### src/rtl/vga_pkg.sv
// rtl/vga_pkg.sv - mode codes and timing geometry for the multi-mode VGA generator
// Exports vga_mode_t, vga_timing_t, the per-mode timing constants and the
// lookup helpers mode_timing() and mode_sync_pol().
package vga_pkg;

   localparam int VGA_W = 11;

   typedef enum logic [1:0] {
      MODE_640  = 2'd0,
      MODE_800  = 2'd1,
      MODE_1024 = 2'd2
   } vga_mode_t;

   typedef struct packed {
      logic [VGA_W-1:0] h_vis;
      logic [VGA_W-1:0] h_sync_start;
      logic [VGA_W-1:0] h_sync_end;
      logic [VGA_W-1:0] h_total;
      logic [VGA_W-1:0] v_vis;
      logic [VGA_W-1:0] v_sync_start;
      logic [VGA_W-1:0] v_sync_end;
      logic [VGA_W-1:0] v_total;
      logic             sync_pol;   // 1 = sync pulses high, 0 = sync pulses low
   } vga_timing_t;

   localparam logic POL_NEG = 1'b0;
   localparam logic POL_POS = 1'b1;

   localparam vga_timing_t VGA_640 = '{
      h_vis: 11'd640,  h_sync_start: 11'd656,  h_sync_end: 11'd752,  h_total: 11'd800,
      v_vis: 11'd480,  v_sync_start: 11'd490,  v_sync_end: 11'd492,  v_total: 11'd525,
      sync_pol: POL_NEG};

   localparam vga_timing_t VGA_800 = '{
      h_vis: 11'd800,  h_sync_start: 11'd840,  h_sync_end: 11'd968,  h_total: 11'd1056,
      v_vis: 11'd600,  v_sync_start: 11'd601,  v_sync_end: 11'd605,  v_total: 11'd628,
      sync_pol: POL_POS};

   localparam vga_timing_t VGA_1024 = '{
      h_vis: 11'd1024, h_sync_start: 11'd1048, h_sync_end: 11'd1184, h_total: 11'd1344,
      v_vis: 11'd768,  v_sync_start: 11'd771,  v_sync_end: 11'd777,  v_total: 11'd806,
      sync_pol: POL_NEG};

   // Code 3 is never made active; it maps to the 1024x768 entry so the
   // lookup stays total.
   function automatic vga_timing_t mode_timing(input logic [1:0] mode);
      case (mode)
         MODE_640: return VGA_640;
         MODE_800: return VGA_800;
         default:  return VGA_1024;
      endcase
   endfunction

   function automatic logic mode_sync_pol(input logic [1:0] mode);
      case (mode)
         MODE_640: return VGA_640.sync_pol;
         MODE_800: return VGA_800.sync_pol;
         default:  return VGA_1024.sync_pol;
      endcase
   endfunction

endpackage

### src/rtl/vga_mode_rom.sv
// rtl/vga_mode_rom.sv - combinational mode code to timing geometry lookup
// Ports: mode (2-bit mode code) -> timing (vga_timing_t for that mode).
module vga_mode_rom
   import vga_pkg::*;
(
   input  logic [1:0]  mode,
   output vga_timing_t timing
);

   assign timing = mode_timing(mode);

endmodule

### src/rtl/vga_timing_multi.sv
// rtl/vga_timing_multi.sv - multi-mode VGA counter/sync generator with frame-aligned mode switching
// Ports: clk, rst_n (async, active low), pix_en (count enable),
//        mode_req_valid/mode_req_sel (mode change request),
//        hcount/vcount, hsync/vsync, hblnk/vblnk (registered timing),
//        frame_start, mode_ack, mode_err (one-cycle pulses), mode_active.
module vga_timing_multi
   import vga_pkg::*;
#(
   parameter int CNT_W        = 11,
   parameter int DEFAULT_MODE = 2
)
(
   input  logic             clk,
   input  logic             rst_n,
   input  logic             pix_en,
   input  logic             mode_req_valid,
   input  logic [1:0]       mode_req_sel,
   output logic [CNT_W-1:0] hcount,
   output logic [CNT_W-1:0] vcount,
   output logic             hsync,
   output logic             vsync,
   output logic             hblnk,
   output logic             vblnk,
   output logic             frame_start,
   output logic             mode_ack,
   output logic             mode_err,
   output logic [1:0]       mode_active
);

   localparam logic [1:0] DEF_MODE = DEFAULT_MODE[1:0];
   localparam logic       DEF_POL  = mode_sync_pol(DEF_MODE);

   logic [1:0]  mode_q;
   logic        pend_valid;
   logic [1:0]  pend_sel;
   vga_timing_t cur_t;

   logic             h_last;
   logic             v_last;
   logic             boundary;
   logic             apply;
   logic [CNT_W-1:0] h_nxt;
   logic [CNT_W-1:0] v_nxt;
   logic             pol_nxt;
   logic             hsync_nxt;
   logic             vsync_nxt;
   logic             hblnk_nxt;
   logic             vblnk_nxt;
   logic             req_ok;
   logic             req_bad;

   vga_mode_rom u_rom (
      .mode   (mode_q),
      .timing (cur_t)
   );

   always_comb begin
      h_last   = (hcount == CNT_W'(cur_t.h_total) - CNT_W'(1));
      v_last   = (vcount == CNT_W'(cur_t.v_total) - CNT_W'(1));
      boundary = pix_en & h_last & v_last;
      apply    = boundary & pend_valid;

      h_nxt = h_last ? '0 : hcount + CNT_W'(1);
      v_nxt = vcount;
      if (h_last) begin
         v_nxt = v_last ? '0 : vcount + CNT_W'(1);
      end

      // On a mode switch the counters land on (0,0), which is visible and
      // outside the sync window in every mode, so the old geometry decodes
      // it correctly; only the polarity has to come from the incoming mode.
      pol_nxt   = apply ? mode_sync_pol(pend_sel) : cur_t.sync_pol;
      hblnk_nxt = (h_nxt >= CNT_W'(cur_t.h_vis));
      vblnk_nxt = (v_nxt >= CNT_W'(cur_t.v_vis));
      hsync_nxt = ((h_nxt >= CNT_W'(cur_t.h_sync_start)) && (h_nxt < CNT_W'(cur_t.h_sync_end)))
                  ? pol_nxt : ~pol_nxt;
      vsync_nxt = ((v_nxt >= CNT_W'(cur_t.v_sync_start)) && (v_nxt < CNT_W'(cur_t.v_sync_end)))
                  ? pol_nxt : ~pol_nxt;

      req_ok  = mode_req_valid && (mode_req_sel != 2'd3);
      req_bad = mode_req_valid && (mode_req_sel == 2'd3);
   end

   always_ff @(posedge clk or negedge rst_n) begin
      if (!rst_n) begin
         hcount      <= '0;
         vcount      <= '0;
         hsync       <= ~DEF_POL;
         vsync       <= ~DEF_POL;
         hblnk       <= 1'b0;
         vblnk       <= 1'b0;
         frame_start <= 1'b0;
         mode_ack    <= 1'b0;
         mode_err    <= 1'b0;
         mode_q      <= DEF_MODE;
         pend_valid  <= 1'b0;
         pend_sel    <= DEF_MODE;
      end else begin
         frame_start <= boundary;
         mode_ack    <= apply;
         mode_err    <= req_bad;

         if (pix_en) begin
            hcount <= h_nxt;
            vcount <= v_nxt;
            hsync  <= hsync_nxt;
            vsync  <= vsync_nxt;
            hblnk  <= hblnk_nxt;
            vblnk  <= vblnk_nxt;
            if (apply) begin
               mode_q <= pend_sel;
            end
         end

         // A request landing on the boundary cycle refills pending after the
         // old entry is consumed, so it waits for the following boundary.
         if (req_ok) begin
            pend_valid <= 1'b1;
            pend_sel   <= mode_req_sel;
         end else if (apply) begin
            pend_valid <= 1'b0;
         end
      end
   end

   assign mode_active = mode_q;

endmodule

### config.mk
export PLATFORM = sky130hd
export DESIGN_NAME = vga_timing_multi
export DESIGN_NICKNAME = d
export VERILOG_FILES = /design/src/rtl/vga_pkg.sv /design/src/rtl/vga_mode_rom.sv /design/src/rtl/vga_timing_multi.sv
export SDC_FILE = /design/constraint.sdc
export NUM_CORES = 1
export LEC_CHECK = 0
export BUFFER_PORTS_ARGS = -buffer_cell sky130_fd_sc_hd__buf_2
export CORE_ASPECT_RATIO = 0.5
export CORE_MARGIN = 1.5
export CORE_UTILIZATION = 29
export DETAILED_ROUTE_END_ITERATION = 8
export GPL_TIMING_DRIVEN = 0
export HOLD_SLACK_MARGIN = 0.06
export PLACE_DENSITY = 0.51
export SLEW_MARGIN = 20
export SYNTH_ARGS = -nofsm -noshare
export SYNTH_HDL_FRONTEND = slang
export SYNTH_HIERARCHICAL = 1
export SYNTH_SLANG_ARGS = --single-unit
### constraint.sdc
create_clock -name clk -period 12 [get_ports clk]
set_input_delay 2.4 -clock clk [delete_from_list [all_inputs] [get_ports clk]]
set_output_delay 2.4 -clock clk [all_outputs]
set_load 0.02 [all_outputs]
### Yosys cells after proc, flatten, opt, wreduce, memory -nomap -nowiden

Index checks and enable logic that the tools add are counted.

* add/subtract/negate cells: 4
* order comparisons: 6
* eq/ne operators: 6
* muxes and demuxes: 10
* bitwise gates (word level): 4
* reduce and logical (&&, ||, !) cells: 7

Operators with widths (count)
* 89-bit one-hot mux with 2 select lines: 1
* 11-bit greater-or-equal comparator: 4
* 11-bit 2-to-1 mux: 3
* 11-bit by 1-bit adder with 11-bit output, second input constant: 2
* 11-bit equality test: 2
* 11-bit less-than comparator: 2
* 11-bit by 1-bit subtractor with 11-bit output, second input constant: 2
* 1-bit 2-to-1 mux: 6
* 2-bit by 1-bit equality test with 1-bit output, second input constant: 2
* 1-bit logical AND: 4
* 1-bit bitwise AND: 3
* 2-bit equality test, second input constant: 1
* 2-bit logical NOT: 1
* 2-bit != test, second input constant: 1
* 2-bit AND reduction: 1
* 2-bit nonzero test: 1
* 1-bit NOT: 1

* bits in registers: 34
* input port bits: 6
* output and inout port bits: 31

### Longest topological paths before layout

* word-level depth: 10
* gate-level depth with buffers: 21
* gate-level depth less buffers: 20

### By module

The synthesis kept the hierarchy.

Modules (own cells, without submodules)
* vga_timing_multi: times used 1, cells an instance 560, area an instance 4455.5 µm²
* vga_mode_rom: times used 1, cells an instance 91, area an instance 660.6 µm²

### Worst setup path after synthesis

Ideal clock, no wire load.

* path kind: register to register
* start point: reg mode_q[1] (netlist: mode_active[1])
* end point: reg hsync
* setup time: 85 ps
* data arrival time: 4318 ps
* slack: 7597 ps
* cell stages (with the launch flop): 19
* clock period less this slack: 4403 ps
* cell sequence: dfstp_2 > inv_1 > buf_4 > or4_4 > or4_4 > nand3_2 > nor2_2 > nor3_2 > buf_2 > nor2_1 > ha_1 > o21a_1 > o211ai_1 > a211oi_1 > o31ai_1 > a311oi_1 > a31oi_1 > or4b_1 > o221ai_1

RTL lines
* from (decl): line vga_timing_multi.sv:33 `logic [1:0] mode_q;`
* from (signal assigned): line vga_timing_multi.sv:111 `mode_q <= pend_sel;`
* to (signal assigned): line vga_timing_multi.sv:88 `hsync <= ~DEF_POL;`
* to (signal assigned): line vga_timing_multi.sv:106 `hsync <= hsync_nxt;`
* to (decl): line vga_timing_multi.sv:20 `output logic hsync,`

==> metrics.md <==
| Metric | Value |
|---|---|
| Post-Synth Simple-Gate Area | 22.4% |
| Synth cell count leaders | buf_4 (83), inv_1 (76), ha_1 (68) |
| Register area share after synthesis | 16.7% |
| Ys flop type | dfrtp_1 |
| Worst VDD drop | 0.0790 mV |
| Clk root buf | clkbuf_16 |
| Avg Cell Area, Syn | 7.86 µm² |
| Hold Path Class | reg -> reg |
| Port Buffers | 35 |
| Adder-cell area share of the yosys netlist | 16.6% |
| DRT antenna net count | 0 |
| Leakage power | 2.92 nW |
| Top-count cell post-synth | buf_4 |
| H-tree levels | 2 |
| Die H | 96.9 µm |
| Worst reg2reg setup slack | 6.69 ns |
| Pwr dens | 130 mW/mm² |
| Final setup viols | 0 |
| Via count | 4498 |
| Max Cap Viol | 0 |
| Die W | 191 µm |
| Required time of the worst setup path | 12.21 ns |
| Setup Buffers After CTS | 0 |
| Max Slew Vio Count | 0 |
| FF-to-FF End | vsync |
| Synthesized cell area | 0.00512 mm² |
| CP max FO | 8 |
| Boundary pin count | 37 |
| TritonCTS clock tree | yes |
| Synth area leader | ha_1 |
| Initial antenna violation count | 0 |
| Outcome | finished, final reports clean |
| Crit path arrival time | 5.52 ns |
| Post-CTS Hold Fix Bufs | 0 |
| Post-synth EDFFs | 0 |
| Total Die Area | 0.0185 mm² |
| Max frequency | 188 MHz |
| Worst r2r src | mode_active[1] |
| First-pass DRT Iterations | 5 |
| TritonCTS Buffers | 5 |
| Top cells by area, synth | ha_1 (17%), dfrtp_1 (15%), buf_4 (12%) |
| Fin nets | 799 |
| Cells after DPL | 952 |
| Largest family of logic cells by synthesized area | simple AND/OR/NAND/NOR gates |
| Post-Layout Cell Count | 960 |
| Worst-case clock buffer depth | 2 |
| R2R depth | 17 |
| Layout area overhead | 15.6% |
| Initial core utilization | 29.5% |
| Post-synthesis register bit count | 34 |
| Compound-Gate Fraction of Synth Area | 15.7% |
| Total Power | 0.000770 W |
| Relative slew slack | 43.5% |
| DR iter-0 viols | 226 |
| Post-Route Utilization | 34.2% |
| Slew @ Worst Pin | 0.847 ns |
| Final hold violations | 0 |
| CP startpoint kind | flip-flop |
| Core footprint | 0.0173 mm² |
| First-pass GRT wire length | 21500 µm |
| Via density | 4.69 |
| Final WL | 13000 µm |
| Post-synth top area share | 16.6% |
| Largest net degree at the start of global routing | 35 |
| RSZ-0062 raised after global routing | no |
| GRT overflow | 0 |
| Clock Latency Late Sink | 0.29 ns |
| Clock Skew | 0.0137 ns |
| GP Congestion | 0.828 |
| Minimum clock period | 5.31 ns |
| Setup TNS | 0 ns |
| Synth async-reset ratio | 100% |
| Reg clk slew, reported paths | 0.06 ns |
| Ys Warns | 6 |
| Part of the cycle the worst path needs | 44.2% |
| Tot GR Track Use | 14.5% |
| Ant diodes | 0 |
| CP Class | reg -> reg |
| Clock Sinks | 34 |
| Cell count after synthesis | 651 |
| Vias in the first global route | 4067 |
| Multiplexer area fraction after synthesis | 3.45% |
| Yosys cell types | 70 |
| CP endpoint | vsync |
| Rows | 34 |
| Synth Area in XOR/XNOR | 5.82% |
| # DRC | 0 |
| Post_cts resized | 0 |
| Crit path from | mode_active[1] |
| CP Capture Type | flip-flop |
| Post-DP HPWL | 10300 µm |
| Layout cells sized above 1 | 23.1% |
| WL per Instance | 13.6 µm |
==> final cells by class <==
class                           instances  area [µm²]
Clock inverter                          3        68.8
Inverter                               76         285
Timing Repair Buffer                   36         190
Tap cell                              234         293
Fill cell                            1831       11400
Buffer                                100         693
Multi-Input combinational cell        472        3400
Sequential cell                        34         856
Clock buffer                            5         125
==> cells by family (layout without fill, tap and decap cells) <==
logic type	Yosys count	in the layout
mux	16	16
compound gates	115	115
other cells	2	33
buf+inv	176	220
flops	34	34
xor+xnor	34	34
simple gates	206	206
fa+ha+maj	68	68
==> cell usage in the layout, fill, tap and decap left out, drive strengths merged, types with 4 or more instances in the layout <==
| cell | instances |
|---|---|
| o31ai | 7 |
| xnor2 | 15 |
| nor2 | 49 |
| nor3b | 5 |
| nand2b | 8 |
| dfrtp | 30 |
| a31oi | 7 |
| nand4 | 14 |
| nor4 | 11 |
| or3b | 4 |
| and2 | 5 |
| nor3 | 9 |
| a2111oi | 4 |
| dfstp | 4 |
| nor2b | 9 |
| or2 | 4 |
| o21a | 13 |
| mux2 | 13 |
| buf | 125 |
| inv | 76 |
| ha | 68 |
| conb | 33 |
| and3 | 9 |
| clkbuf | 16 |
| nand2 | 39 |
| o211ai | 8 |
| xor2 | 19 |
| o21ai | 25 |
| a21oi | 21 |
| nand3 | 22 |
| a21o | 4 |
==> how the worst min path moves through the flow <==
stage	from	end	slack (ns)	cells past startpoint
after global placement	pend_sel[1]	pend_sel[1]	0.50	2
after floorplan	pend_sel[0]	pend_sel[0]	0.47	2
after detailed placement	pend_sel[1]	pend_sel[1]	0.51	2
final	pend_sel[1]	pend_sel[1]	0.51	2
after global routing	pend_sel[0]	pend_sel[0]	0.55	2
after CTS	pend_sel[1]	pend_sel[1]	0.52	2
==> flip-flops by register name, indices dropped and copies added, names as in the netlist <==
register	count
pend_sel	2
hcount	11
hblnk	1
mode_err	1
vcount	11
mode_active	2
hsync	1
mode_ack	1
vsync	1
frame_start	1
vblnk	1
pend_valid	1
==> per-stage QoR <==
stage               worst slack (ns)  area [µm²]  hold WS (ns)
floorplan                       7.60        5230         0.475
global placement                6.57        5700         0.504
detailed placement              6.70        5720         0.508
CTS                             6.69        5910         0.517
global route                    6.40        5910         0.547
finish                          6.69        5910         0.511
==> power breakdown <==
part | leakage [nW] | total (W) | switching (W) | internal, W
Combinational | 2.42 | 0.000412 | 0.000241 | 0.000171
Clock | 0.0940 | 0.000174 | 0.0000547 | 0.000119
Sequential | 0.408 | 0.000183 | 0.0000416 | 0.000142
Total | 2.92 | 0.000770 | 0.000337 | 0.000432
==> worst max-delay path, stage by stage, from the launching register on <==
cell and delay (ns):
dfstp_2 0.60, clkbuf_1 0.54, buf_4 0.26, xor2_1 0.20, nand4_1 0.11, a211oi_1 0.43, o311ai_4 0.21, nor4_1 0.63
nand3_1 0.23, xor2_1 0.20, nor2_1 0.28, ha_1 0.32, a21oi_1 0.13, o211ai_1 0.09, a311oi_1 0.34, o21a_1 0.23
a21oi_1 0.08, a221o_1 0.33
==> per-layer routing <==
layer | GRT usage [%] | up-vias | part of all wire [%]
met5 | 0 | - | 0
met4 | 1.64 | 0 | 0.32
met3 | 2.00 | 5 | 2.8
met2 | 24.3 | 63 | 46
met1 | 20.3 | 2119 | 51
li1 | - | 2311 | -
Note: power is estimated with default switching activity, not from simulation.
